### src/rtl/seq_mul_add_if.sv
// Operand/result bundle for the iterative multiply-add unit.
// Both sides use valid/ready: a transfer happens on the rising edge where valid and ready
// are both high; the sender must hold valid and data stable until that edge.
interface seq_mul_add_if #(
    parameter int BITWIDTH = 16
);
    logic                    in_valid;
    logic                    in_ready;
    logic [BITWIDTH-1:0]     in_a;
    logic [BITWIDTH-1:0]     in_b;
    logic [BITWIDTH-1:0]     in_c;
    logic                    out_valid;
    logic                    out_ready;
    logic [2*BITWIDTH-1:0]   out_result;

    modport master (
        output in_valid, in_a, in_b, in_c, out_ready,
        input  in_ready, out_valid, out_result
    );

    modport slave (
        input  in_valid, in_a, in_b, in_c, out_ready,
        output in_ready, out_valid, out_result
    );
endinterface

### src/rtl/seq_mul_add.sv
// Radix-2 shift-add multiply-add: result = a*b + c, one multiplier bit per cycle.
// Rebuilds a dividend from quotient, divisor and remainder beside the divider.
module seq_mul_add #(
    parameter int BITWIDTH = 16
) (
    input  logic             clk,
    input  logic             rst_n,
    seq_mul_add_if.slave     bus,
    output logic             busy,
    output logic [1:0]       dbg_state
);
    localparam int RW = 2 * BITWIDTH;
    localparam int CW = (BITWIDTH > 1) ? $clog2(BITWIDTH) : 1;
    localparam logic [CW-1:0] LAST = CW'(BITWIDTH - 1);

    typedef enum logic [1:0] {
        IDLE = 2'd0,
        BUSY = 2'd1,
        DONE = 2'd2
    } state_t;

    state_t              state;
    logic [RW-1:0]       acc;
    logic [RW-1:0]       mcand;
    logic [RW-1:0]       acc_sum;
    logic [RW-1:0]       result_q;
    logic [BITWIDTH-1:0] mplier;
    logic [CW-1:0]       counter;
    logic                valid_q;

    // The last BUSY cycle must publish the accumulator including its own partial product.
    always_comb begin
        acc_sum = acc;
        if (mplier[0]) begin
            acc_sum = acc + mcand;
        end
    end

    always_ff @(posedge clk) begin
        if (!rst_n) begin
            state    <= IDLE;
            acc      <= '0;
            mcand    <= '0;
            mplier   <= '0;
            counter  <= '0;
            result_q <= '0;
            valid_q  <= 1'b0;
            busy     <= 1'b0;
        end else begin
            case (state)
                IDLE: begin
                    if (bus.in_valid) begin
                        acc     <= {{BITWIDTH{1'b0}}, bus.in_c};
                        mcand   <= {{BITWIDTH{1'b0}}, bus.in_a};
                        mplier  <= bus.in_b;
                        counter <= '0;
                        busy    <= 1'b1;
                        state   <= BUSY;
                    end
                end
                BUSY: begin
                    acc     <= acc_sum;
                    mcand   <= mcand << 1;
                    mplier  <= mplier >> 1;
                    counter <= counter + 1'b1;
                    // No early exit on a zero multiplier: latency is fixed at BITWIDTH cycles.
                    if (counter == LAST) begin
                        result_q <= acc_sum;
                        valid_q  <= 1'b1;
                        busy     <= 1'b0;
                        state    <= DONE;
                    end
                end
                DONE: begin
                    if (bus.out_ready) begin
                        valid_q <= 1'b0;
                        state   <= IDLE;
                    end
                end
                default: begin
                    valid_q <= 1'b0;
                    busy    <= 1'b0;
                    state   <= IDLE;
                end
            endcase
        end
    end

    assign bus.in_ready   = (state == IDLE);
    assign bus.out_valid  = valid_q;
    assign bus.out_result = result_q;
    assign dbg_state      = state;
endmodule

### src/flat_wrapper.sv
// flat-port wrapper written by rule: the top's interface ports become plain ports
module seq_mul_add_flat 
#(
    parameter int BITWIDTH = 16
)
  (clk, rst_n, busy, dbg_state, bus_in_valid, bus_in_a, bus_in_b, bus_in_c, bus_out_ready, bus_in_ready, bus_out_valid, bus_out_result);
  seq_mul_add_if #(.BITWIDTH(BITWIDTH)) bus_i ();
  input  logic clk;
  input  logic rst_n;
  output logic busy;
  output logic [1:0] dbg_state;
  input wire logic [$bits(bus_i.in_valid)-1:0] bus_in_valid;
  input wire logic [$bits(bus_i.in_a)-1:0] bus_in_a;
  input wire logic [$bits(bus_i.in_b)-1:0] bus_in_b;
  input wire logic [$bits(bus_i.in_c)-1:0] bus_in_c;
  input wire logic [$bits(bus_i.out_ready)-1:0] bus_out_ready;
  output wire logic [$bits(bus_i.in_ready)-1:0] bus_in_ready;
  output wire logic [$bits(bus_i.out_valid)-1:0] bus_out_valid;
  output wire logic [$bits(bus_i.out_result)-1:0] bus_out_result;
  assign bus_i.in_valid = bus_in_valid;
  assign bus_i.in_a = bus_in_a;
  assign bus_i.in_b = bus_in_b;
  assign bus_i.in_c = bus_in_c;
  assign bus_i.out_ready = bus_out_ready;
  assign bus_in_ready = bus_i.in_ready;
  assign bus_out_valid = bus_i.out_valid;
  assign bus_out_result = bus_i.out_result;
  seq_mul_add #(.BITWIDTH(BITWIDTH)) u_core (.clk(clk), .rst_n(rst_n), .bus(bus_i), .busy(busy), .dbg_state(dbg_state));
endmodule
### config.mk
export PLATFORM = sky130hd
export DESIGN_NAME = seq_mul_add_flat
export DESIGN_NICKNAME = d
export VERILOG_FILES = /design/src/rtl/seq_mul_add_if.sv /design/src/rtl/seq_mul_add.sv /design/src/flat_wrapper.sv
export SDC_FILE = /design/constraint.sdc
export NUM_CORES = 1
export LEC_CHECK = 0
export BUFFER_PORTS_ARGS = -buffer_cell sky130_fd_sc_hd__buf_2
export CAP_MARGIN = 10
export CORE_MARGIN = 3
export CORE_UTILIZATION = 62
export DETAILED_ROUTE_END_ITERATION = 8
export PLACE_DENSITY_LB_ADDON = 0.15
export SETUP_SLACK_MARGIN = 0.05
export SLEW_MARGIN = 10
export SYNTH_ARGS = -nofsm -noshare
export SYNTH_HDL_FRONTEND = slang
export SYNTH_SLANG_ARGS = --single-unit
### constraint.sdc
create_clock -name clk -period 8.39 [get_ports clk]
set_input_delay 0.4195 -clock clk [delete_from_list [all_inputs] [get_ports clk]]
set_output_delay 0.4195 -clock clk [all_outputs]
set_load 0.01 [all_outputs]
==> flow_metrics.env, run 1 <==
export IMPL_power_density_nw_per_um2=191
export IMPL_h_tree_depth=4
export IMPL_die_x_um=111
export IMPL_outcome="finished clean"
export IMPL_drive_above_1_share_pct=19.6
export IMPL_setup_viol=0
export IMPL_critPathLaunchType="flop"
export IMPL_seq_area_sq_um=2400
export IMPL_ant_nets=0
export IMPL_ios=89
export IMPL_port_buffers=88
export IMPL_tightestPinTransition_ps=1200
export IMPL_root_buffer="clkbuf_8"
export IMPL_detailroute_via_count=6751
export IMPL_hp_class="in2reg"
export IMPL_synthTopCellsByCount="nor2_1 (133), dfxtp_1 (120), a21oi_1 (95), clkbuf_1 (57)"
export IMPL_rsz0062_at_grt="no"
export IMPL_drt_wl_total_um=19500
export IMPL_cts_repair_resize_count=0
export IMPL_fill_cells=808
export IMPL_core_sq_um=10600
export IMPL_post_route_util_pct=74.2
export IMPL_antenna_cells=0
export IMPL_grt_pass1_wl_um=32700
export IMPL_first_iter_violations=782
export IMPL_die_height_um=111
export IMPL_synth_edff_count=0
export IMPL_antenna_found_initial=0
export IMPL_synthTopCellsByArea="dfxtp_1 (35%), nor2_1 (7.3%), a21oi_1 (6.9%), ha_1 (5.8%), o221a_2 (4.9%)"
export IMPL_synth_warnings=0
export IMPL_fin_cells=1035
export IMPL_grtUsageMet1_pct=43.7
export IMPL_via_per_inst=6.52
export IMPL_worstPathArrival_ps=3500
export IMPL_synth_cells=838
export IMPL_cts_buffers=17
export IMPL_tritoncts="yes"
export IMPL_hold_slack_ps=144
export IMPL_clock_sinks=120
export IMPL_syn_nets=923
export IMPL_multi_input_area_sq_um=4170
export IMPL_max_slew_margin_rel_pct=20.1
export IMPL_met3_usage_pct=5.95
export IMPL_maxCapViolations=0
export IMPL_netlist_cell_type_count=66
export IMPL_first_pass_iters=8
export IMPL_async_flop_share_pct=0
export IMPL_die_area_sq_um=12400
export IMPL_place_area_sq_um=7300
export IMPL_busiest_layer="met2"
export IMPL_ir_worst_vdd_v=0.000143
export IMPL_clk_path_buf_depth=2
export IMPL_post_cts_buffers=0
export IMPL_rows=37
export IMPL_grt_pass1_vias=6557
export IMPL_p_leak_nw=3.34
export IMPL_syn_area_per_cell_sq_um=8.19
export IMPL_path_max_fanout=8
export IMPL_worstSetupEndpointType="flop"
export IMPL_hpwl_um=12400
export IMPL_netlist_area_sq_um=6860
export IMPL_overflow=0
export IMPL_synth_flop_cell="dfxtp_1"
export IMPL_nets=974
export IMPL_clock_skew_ps=12.0
export IMPL_post_synth_top_count_cell="nor2_1"
export IMPL_yosys_area_top_type_share_pct=35.0
export IMPL_ys_seq_area_share_pct=35.0
export IMPL_grt_total_usage_pct=31.5
export IMPL_timing_fmax_mhz=317
export IMPL_cts_hold_buf=0
export IMPL_fin_crit_sh_pct=37.6
export IMPL_stdcell_area_sq_um=7830
export IMPL_initial_utilization_pct=65.0
export IMPL_worstPathRequired_ps=8740
export IMPL_timing_final_crit_period_ps=3150
export IMPL_use_met2_pct=50.3
export IMPL_area_growth_syn_to_layout_pct=14.2
export IMPL_fin_setup_tns_ps=0
export IMPL_wl_per_cell_um=18.9
export IMPL_maxSlewViolCount=0
export IMPL_yosysTopAreaCell="dfxtp_1"
export IMPL_drc=0
export IMPL_clkSlewWorstSetupHoldPaths_ps=60
export IMPL_dp_cells=1006
export IMPL_yosys_register_bits=120
export IMPL_clk_latency_ps=520
export IMPL_critical_path_class="reg2reg"
export IMPL_gp_congestion=0.898
export IMPL_grt_max_degree=74
export IMPL_hold_viol=0
==> state kept, by name, summed over array words and instances (netlist names) <==
name and count:
u_core.mcand 32, u_core.acc 32, u_core.bus.out_valid 1, u_core.bus.out_result 32
u_core.busy 1, u_core.counter 4, u_core.dbg_state 2, u_core.mplier 16
==> layout by cell type (no fill, tap or decap), types with 6 or more instances in the layout <==
| master | Yosys | routed |
|---|---|---|
| o21ai_1 | 9 | 9 |
| nor2b_1 | 40 | 40 |
| xnor2_1 | 19 | 19 |
| dfxtp_1 | 120 | 119 |
| nor3_1 | 12 | 12 |
| a21oi_1 | 95 | 95 |
| nand4_1 | 8 | 8 |
| clkbuf_16 | 0 | 16 |
| a22oi_1 | 32 | 32 |
| buf_4 | 0 | 11 |
| o221a_2 | 30 | 30 |
| o21ai_0 | 30 | 30 |
| mux2i_1 | 14 | 14 |
| a31oi_1 | 7 | 7 |
| nand3_1 | 17 | 17 |
| nor2_1 | 133 | 131 |
| xor2_1 | 9 | 9 |
| a221oi_1 | 8 | 8 |
| a21o_1 | 14 | 14 |
| or3_1 | 7 | 7 |
| ha_1 | 32 | 32 |
| nand2_1 | 40 | 40 |
| o21a_1 | 6 | 6 |
| buf_2 | 4 | 88 |
| a211oi_1 | 15 | 15 |
| inv_1 | 8 | 8 |
==> final timing paths <==
kind | start | to | slack (ps) | cells past startpoint
min reg2reg | u_core.bus.out_result[18] | u_core.bus.out_result[18] | 460 | 2
min | bus_in_c[4] | u_core.acc[4] | 140 | 3
max | u_core.mcand[0] | u_core.bus.out_result[30] | 5240 | 11
max reg2reg | u_core.mcand[0] | u_core.bus.out_result[30] | 5240 | 11
==> cell families (layout without fill, tap and decap cells) <==
logic type               Yosys count  in the layout  synth area share [%]
adder cells (fa/ha/maj)           33             33                  6.13
flip-flops                       120            120                  35.0
buffers and inverters             76            137                  4.34
multiplexers                      15             15                  2.21
AND/OR/NAND/NOR                  278            278                  18.9
AO/OA/AOI/OAI                    288            288                  29.8
XOR/XNOR                          28             28                  3.58
==> layout make-up <==
class / instances / share of cell area [%]
Sequential cell: 120 / 30.7
Clock buffer: 20 / 5.81
Tap cell: 136 / 2.17
Multi-Input combinational cell: 642 / 53.2
Timing Repair Buffer: 99 / 6.68
Clock inverter: 9 / 0.990
Inverter: 9 / 0.431
==> per-stage QoR <==
stage               worst slack, ps  total power, mW
floorplan                      5600            0.778
global route                   5140             1.55
global placement               5460            0.828
detailed placement             5400            0.835
CTS                            5290             1.49
finish                         5240             1.49
==> layer usage <==
layer / vias up / share of wire (%)
li1: 3190 / -
met1: 3217 / 44
met2: 319 / 46
met3: 25 / 8.4
met4: 0 / 1.3
met5: - / 0
==> where the power goes <==
| group | leakage [nW] | total [mW] | switching, mW | internal [mW] |
|---|---|---|---|---|
| clock | 0.260 | 0.665 | 0.257 | 0.408 |
| combinational | 2.10 | 0.217 | 0.129 | 0.0875 |
| sequential | 0.978 | 0.613 | 0.0192 | 0.593 |
==> worst max-delay path: stages (launching register included) <==
cell,delay (ps)
dfxtp_1,340
ha_1,240
fa_1,430
a211oi_1,400
o21ai_1,160
and2_4,180
a221o_1,310
o211ai_2,120
o221ai_4,230
a41oi_2,260
xor2_1,200
a311oi_1,110
No activity file was read; power rests on OpenSTA's default activity.
==> run 2, diff against run 1 <==
Settings changed: CORE_UTILIZATION 62 to 59.
Clock period 8.39 ns to 3.15 ns, I/O delays scaled along.
==> run 2 against run 1 <==
Fmax rose by 9.4%. Clock-buffer cell count up 2. Die area rose by 4.8%. Clock skew decreased by 3.5 ps. Sequential cell count unchanged. Global-route usage fell by 0.89 points. Wire length up 0.65%. Total power rose to 2.6 times the previous value. Register-to-register slack lost 5000 ps. Largest power group unchanged. Highest routed layer unchanged.
==> flow_metrics.env, run 2 (synthesized netlist as in run 1, its figures left out) <==
export IMPL_critical_path_class="reg2reg"
export IMPL_timing_final_crit_period_ps=2880
export IMPL_cts_buffers=17
export IMPL_maxSlewViolCount=0
export IMPL_dp_cells=1016
export IMPL_tritoncts="yes"
export IMPL_grt_pass1_wl_um=32000
export IMPL_worstPathArrival_ps=3160
export IMPL_post_route_util_pct=71.9
export IMPL_ant_nets=0
export IMPL_die_height_um=114
export IMPL_pwr_share_seq_pct=41.6
export IMPL_grt_total_usage_pct=30.6
export IMPL_maxCapViolations=0
export IMPL_hold_viol=0
export IMPL_rows=38
export IMPL_internal_power_mw=2.88
export IMPL_p_switching_mw=1.05
export IMPL_wl_per_cell_um=18.6
export IMPL_nets=991
export IMPL_tightestPinTransition_ps=767
export IMPL_clkSlewWorstSetupHoldPaths_ps=50
export IMPL_detailroute_via_count=6777
export IMPL_post_place_ws_ps=154
export IMPL_path_max_fanout=8
export IMPL_worstSetupEndpointType="flop"
export IMPL_fin_crit_sh_pct=91.5
export IMPL_post_cts_buffers=0
export IMPL_outcome="finished clean"
export IMPL_final_common_cell="nor2_1"
export IMPL_area_growth_syn_to_layout_pct=16.1
export IMPL_comb_power_share_pct=15.1
export IMPL_overflow=0
export IMPL_max_slew_margin_rel_pct=48.7
export IMPL_swShare_pct=26.7
export IMPL_fin_setup_tns_ps=0
export IMPL_fin_ws_ps=267
export IMPL_fill_cells=921
export IMPL_grt_max_degree=62
export IMPL_h_tree_depth=4
export IMPL_drt_wl_total_um=19600
export IMPL_power_density_nw_per_um2=494
export IMPL_gp_congestion=0.977
export IMPL_hp_class="in2reg"
export IMPL_layout_common_cells="nor2_1 (131), dfxtp_1 (119), a21oi_1 (95), buf_2 (88)"
export IMPL_initial_utilization_pct=61.9
export IMPL_ios=89
export IMPL_worstPathRequired_ps=3430
export IMPL_setup_viol=0
export IMPL_critPathLaunchType="flop"
export IMPL_via_per_inst=6.42
export IMPL_die_area_sq_um=13000
export IMPL_port_buffers=88
export IMPL_core_sq_um=11100
export IMPL_clk_path_buf_depth=2
export IMPL_antenna_found_initial=0
export IMPL_first_iter_violations=778
export IMPL_drc=0
export IMPL_timing_fmax_mhz=347
export IMPL_first_pass_iters=5
export IMPL_rsz0062_at_grt="no"
export IMPL_grt_pass1_vias=6458
export IMPL_pwr_share_clk_pct=43.3
export IMPL_ir_worst_vdd_v=0.000546
export IMPL_p_leak_nw=3.41
export IMPL_fin_cells=1055
export IMPL_clock_sinks=120
export IMPL_antenna_cells=0
export IMPL_drive_above_1_share_pct=19.5
export IMPL_hpwl_um=13000
export IMPL_clk_latency_ps=430
export IMPL_power_total_mw=3.94
export IMPL_root_buffer="clkbuf_16"
export IMPL_die_x_um=114
export IMPL_clock_skew_ps=8.51
==> run 2: cell type report <==
type | count | area (sq um) | area share [%]
Clock buffer | 22 | 444 | 5.58
Clock inverter | 6 | 55.1 | 0.691
Inverter | 9 | 33.8 | 0.424
Multi-Input combinational cell | 642 | 4180 | 52.4
Sequential cell | 120 | 2400 | 30.2
Tap cell | 140 | 175 | 2.20
Timing Repair Buffer | 116 | 678 | 8.51
==> run 2: power groups by stage <==
stage	Clock, mW	Sequential, mW	Combinational (mW)
after floorplan	0	1.65	0.425
after CTS	1.72	1.64	0.583
final	1.71	1.64	0.593
after global routing	1.78	1.64	0.651
after global placement	0	1.66	0.548
after detailed placement	0	1.67	0.567
==> run 2: metal layers <==
metal / routed length (um) / global-route usage [%] / vias to the layer above
li1: - / - / 3221
met1: 8410 / 40.9 / 3189
met2: 9020 / 48.2 / 322
met3: 1760 / 6.84 / 45
met4: 464 / 12.4 / 0
met5: 0 / 0 / -
==> run 2: path summary, 6_finish.rpt <==
| check | endpoint | slack, ps | from | depth (start not counted) |
|---|---|---|---|---|
| max | u_core.bus.out_result[30] | 270 | u_core.mcand[0] | 11 |
| min | u_core.dbg_state[1] | 60 | bus_out_ready | 4 |
| max reg2reg | u_core.bus.out_result[30] | 270 | u_core.mcand[0] | 11 |
| min reg2reg | u_core.bus.out_result[18] | 460 | u_core.bus.out_result[18] | 2 |
==> run 2: critical path, cell delays in order, from the launching register on <==
cell and delay [ps]:
dfxtp_1 330, ha_1 230, fa_2 380, a211oi_2 230, o21ai_1 140, and2_4 180, a221o_1 320, o211ai_2 130
o221ai_4 240, a41oi_2 270, xor2_1 180, a311oi_1 100
==> run 2: timing repair <==
item | CTS | global route
gates resized for setup | 0 | 2
endpoints found under the hold margin | 11 | 0
setup endpoints to repair | 0 | 6
hold buffers | 11 | 0
==> run 2: stage by stage <==
stage	cell area, sq um	hold slack, ps
floorplan	6860	304
global placement	7350	398
detailed placement	7350	412
finish	7970	59.7
CTS	7960	36.0
global route	7970	74.3
==> run 3, diff against run 2 <==
Settings changed: CELL_PAD_IN_SITES_DETAIL_PLACEMENT from default to 0, CELL_PAD_IN_SITES_GLOBAL_PLACEMENT from default to 1, CORE_UTILIZATION 59 to 44, GPL_TIMING_DRIVEN from default to 0.
==> run 3 against run 2 <==
Sequential power about the same. Combinational power increased by 6.9%. Fmax decreased by 4.3%. Wire length increased by 17%. Setup slack got worse by 130 ps. Sequential share of layout area decreased by 1.3 points. Clock-buffer cell count increased by 2. Critical endpoint is now u_core.bus.out_result[26]. Largest cell class unchanged. Largest power group unchanged.
==> flow_metrics.env, run 3 (synthesized netlist as in run 1, its figures left out) <==
export IMPL_outcome="finished clean"
export IMPL_first_pass_iters=5
export IMPL_die_area_sq_um=17100
export IMPL_overflow=0
export IMPL_place_area_sq_um=7520
export IMPL_port_buffers=86
export IMPL_root_buffer="clkbuf_16"
export IMPL_critical_path_class="reg2reg"
export IMPL_die_height_um=131
export IMPL_post_place_ws_ps=-19.9
export IMPL_layout_common_cells="nor2_1 (133), dfxtp_1 (120), a21oi_1 (95), buf_2 (90), clkbuf_1 (60)"
export IMPL_tritoncts="yes"
export IMPL_max_slew_margin_rel_pct=25.0
export IMPL_worstSetupEndpointType="flop"
export IMPL_h_tree_depth=4
export IMPL_rows=45
export IMPL_critPathLaunchType="flop"
export IMPL_fin_ws_ps=138
export IMPL_timing_final_crit_period_ps=3010
export IMPL_drt_wl_total_um=22900
export IMPL_nets=1036
export IMPL_clk_path_buf_depth=2
export IMPL_drive_above_1_share_pct=17.9
export IMPL_grt_total_usage_pct=27.2
export IMPL_antenna_cells=0
export IMPL_wl_per_cell_um=19.9
export IMPL_clock_sinks=120
export IMPL_clk_latency_ps=420
export IMPL_maxSlewViolCount=0
export IMPL_grt_pass1_vias=6443
export IMPL_p_leak_nw=3.49
export IMPL_fill_cells=1433
export IMPL_maxCapViolations=0
export IMPL_detailroute_via_count=7010
export IMPL_stdcell_area_sq_um=8320
export IMPL_gp_congestion=0.949
export IMPL_antenna_found_initial=0
export IMPL_area_growth_syn_to_layout_pct=21.3
export IMPL_final_common_cell="nor2_1"
export IMPL_hp_class="in2reg"
export IMPL_core_sq_um=15200
export IMPL_ir_worst_vdd_v=0.000399
export IMPL_grt_pass1_wl_um=35500
export IMPL_setup_viol=0
export IMPL_ios=89
export IMPL_fin_crit_sh_pct=95.6
export IMPL_clkSlewWorstSetupHoldPaths_ps=50
export IMPL_worstPathRequired_ps=3490
export IMPL_power_density_nw_per_um2=542
export IMPL_timing_fmax_mhz=332
export IMPL_cts_buffers=17
export IMPL_worstPathArrival_ps=3350
export IMPL_rsz0062_at_grt="no"
export IMPL_hpwl_um=16600
export IMPL_die_x_um=131
export IMPL_initial_utilization_pct=45.1
export IMPL_grt_max_degree=17
export IMPL_via_per_inst=6.09
export IMPL_hold_viol=0
export IMPL_clock_skew_ps=8.66
export IMPL_drc=0
export IMPL_first_iter_violations=772
export IMPL_path_max_fanout=5
export IMPL_ant_nets=0
export IMPL_tightestPinTransition_ps=1120
run 3: cell types whose count changed in the layout (fill, tap and decap cells not counted), moves of 2 or more:
cell	delta
buf_2	+2
clkbuf_8	+3
buf_4	-15
nor2_1	+2
a41oi_2	+2
buf_1	+4
bufinv_16	+5
a41oi_1	-2
dlygate4sd3_1	-5
clkbuf_1	+55
clkinv_2	-3
run 3: per-stage QoR:
step / hold WS [ps] / setup TNS [ps] / std cells / util, % / power, mW
6_report: 17.1 / 0 / 1152 / 54.7 / 4.51
5_1_grt: 5.30 / 0 / 1152 / 54.7 / 4.66
4_1_cts: 0.249 / 0 / 1151 / 54.4 / 4.51
3_5_place_dp: 402 / -27.8 / 1112 / 49.5 / 2.27
3_3_place_gp: 397 / -48.9 / 1112 / 49.5 / 2.25
2_1_floorplan: 304 / 0 / 838 / - / 2.07
run 3: layer usage:
metal	GRT usage [%]	routed length, um	up-vias
met5	0	0	-
met4	8.83	446	0
met3	7.11	2000	37
met2	39.1	9630	319
met1	39.5	10800	3343
li1	-	-	3311
run 3: where the power goes:
group	switching (mW)	total (mW)	internal, mW
Sequential	0.0500	1.63	1.58
Clock	0.699	2.24	1.54
Combinational	0.386	0.634	0.248
run 3: timing repair:
item | in CTS | in global routing
cloned | 0 | 0
endpoints found under the setup margin | 5 | 11
buffers inserted | 1 | 1
endpoints found under the hold margin | 6 | 0
hold buffers | 6 | 0
resized for setup | 2 | 8
pin swaps | 2 | 2
run 3: worst max-delay path, cell delays in order (launching register included):
cell,delay [ps]
dfxtp_1,320
ha_1,230
fa_2,400
a211oi_4,280
o21ai_2,130
and2_4,160
buf_6,120
a221o_1,310
o211ai_2,130
o221ai_4,210
buf_4,200
nor2_1,140
a41oi_2,60
a41oi_2,230
run 3: worst paths after layout:
kind | startpoint | endpoint | slack, ps | cells after the start
worst min register to register | u_core.bus.out_result[18] | u_core.bus.out_result[18] | 450 | 2
worst max register to register | u_core.mcand[0] | u_core.bus.out_result[26] | 140 | 13
worst min-delay path | bus_in_c[5] | u_core.acc[5] | 20 | 3
worst max-delay path | u_core.mcand[0] | u_core.bus.out_result[26] | 140 | 13
run 3: cell type report:
class	count	area, sq um	area share (%)
clock buffer	24	482	5.79
inverter	9	33.8	0.406
buffer	67	272	3.26
timing repair buffer	94	505	6.08
multi-input combinational	642	4200	50.5
tap	188	235	2.83
sequential	120	2400	28.9
clock inverter	8	190	2.29
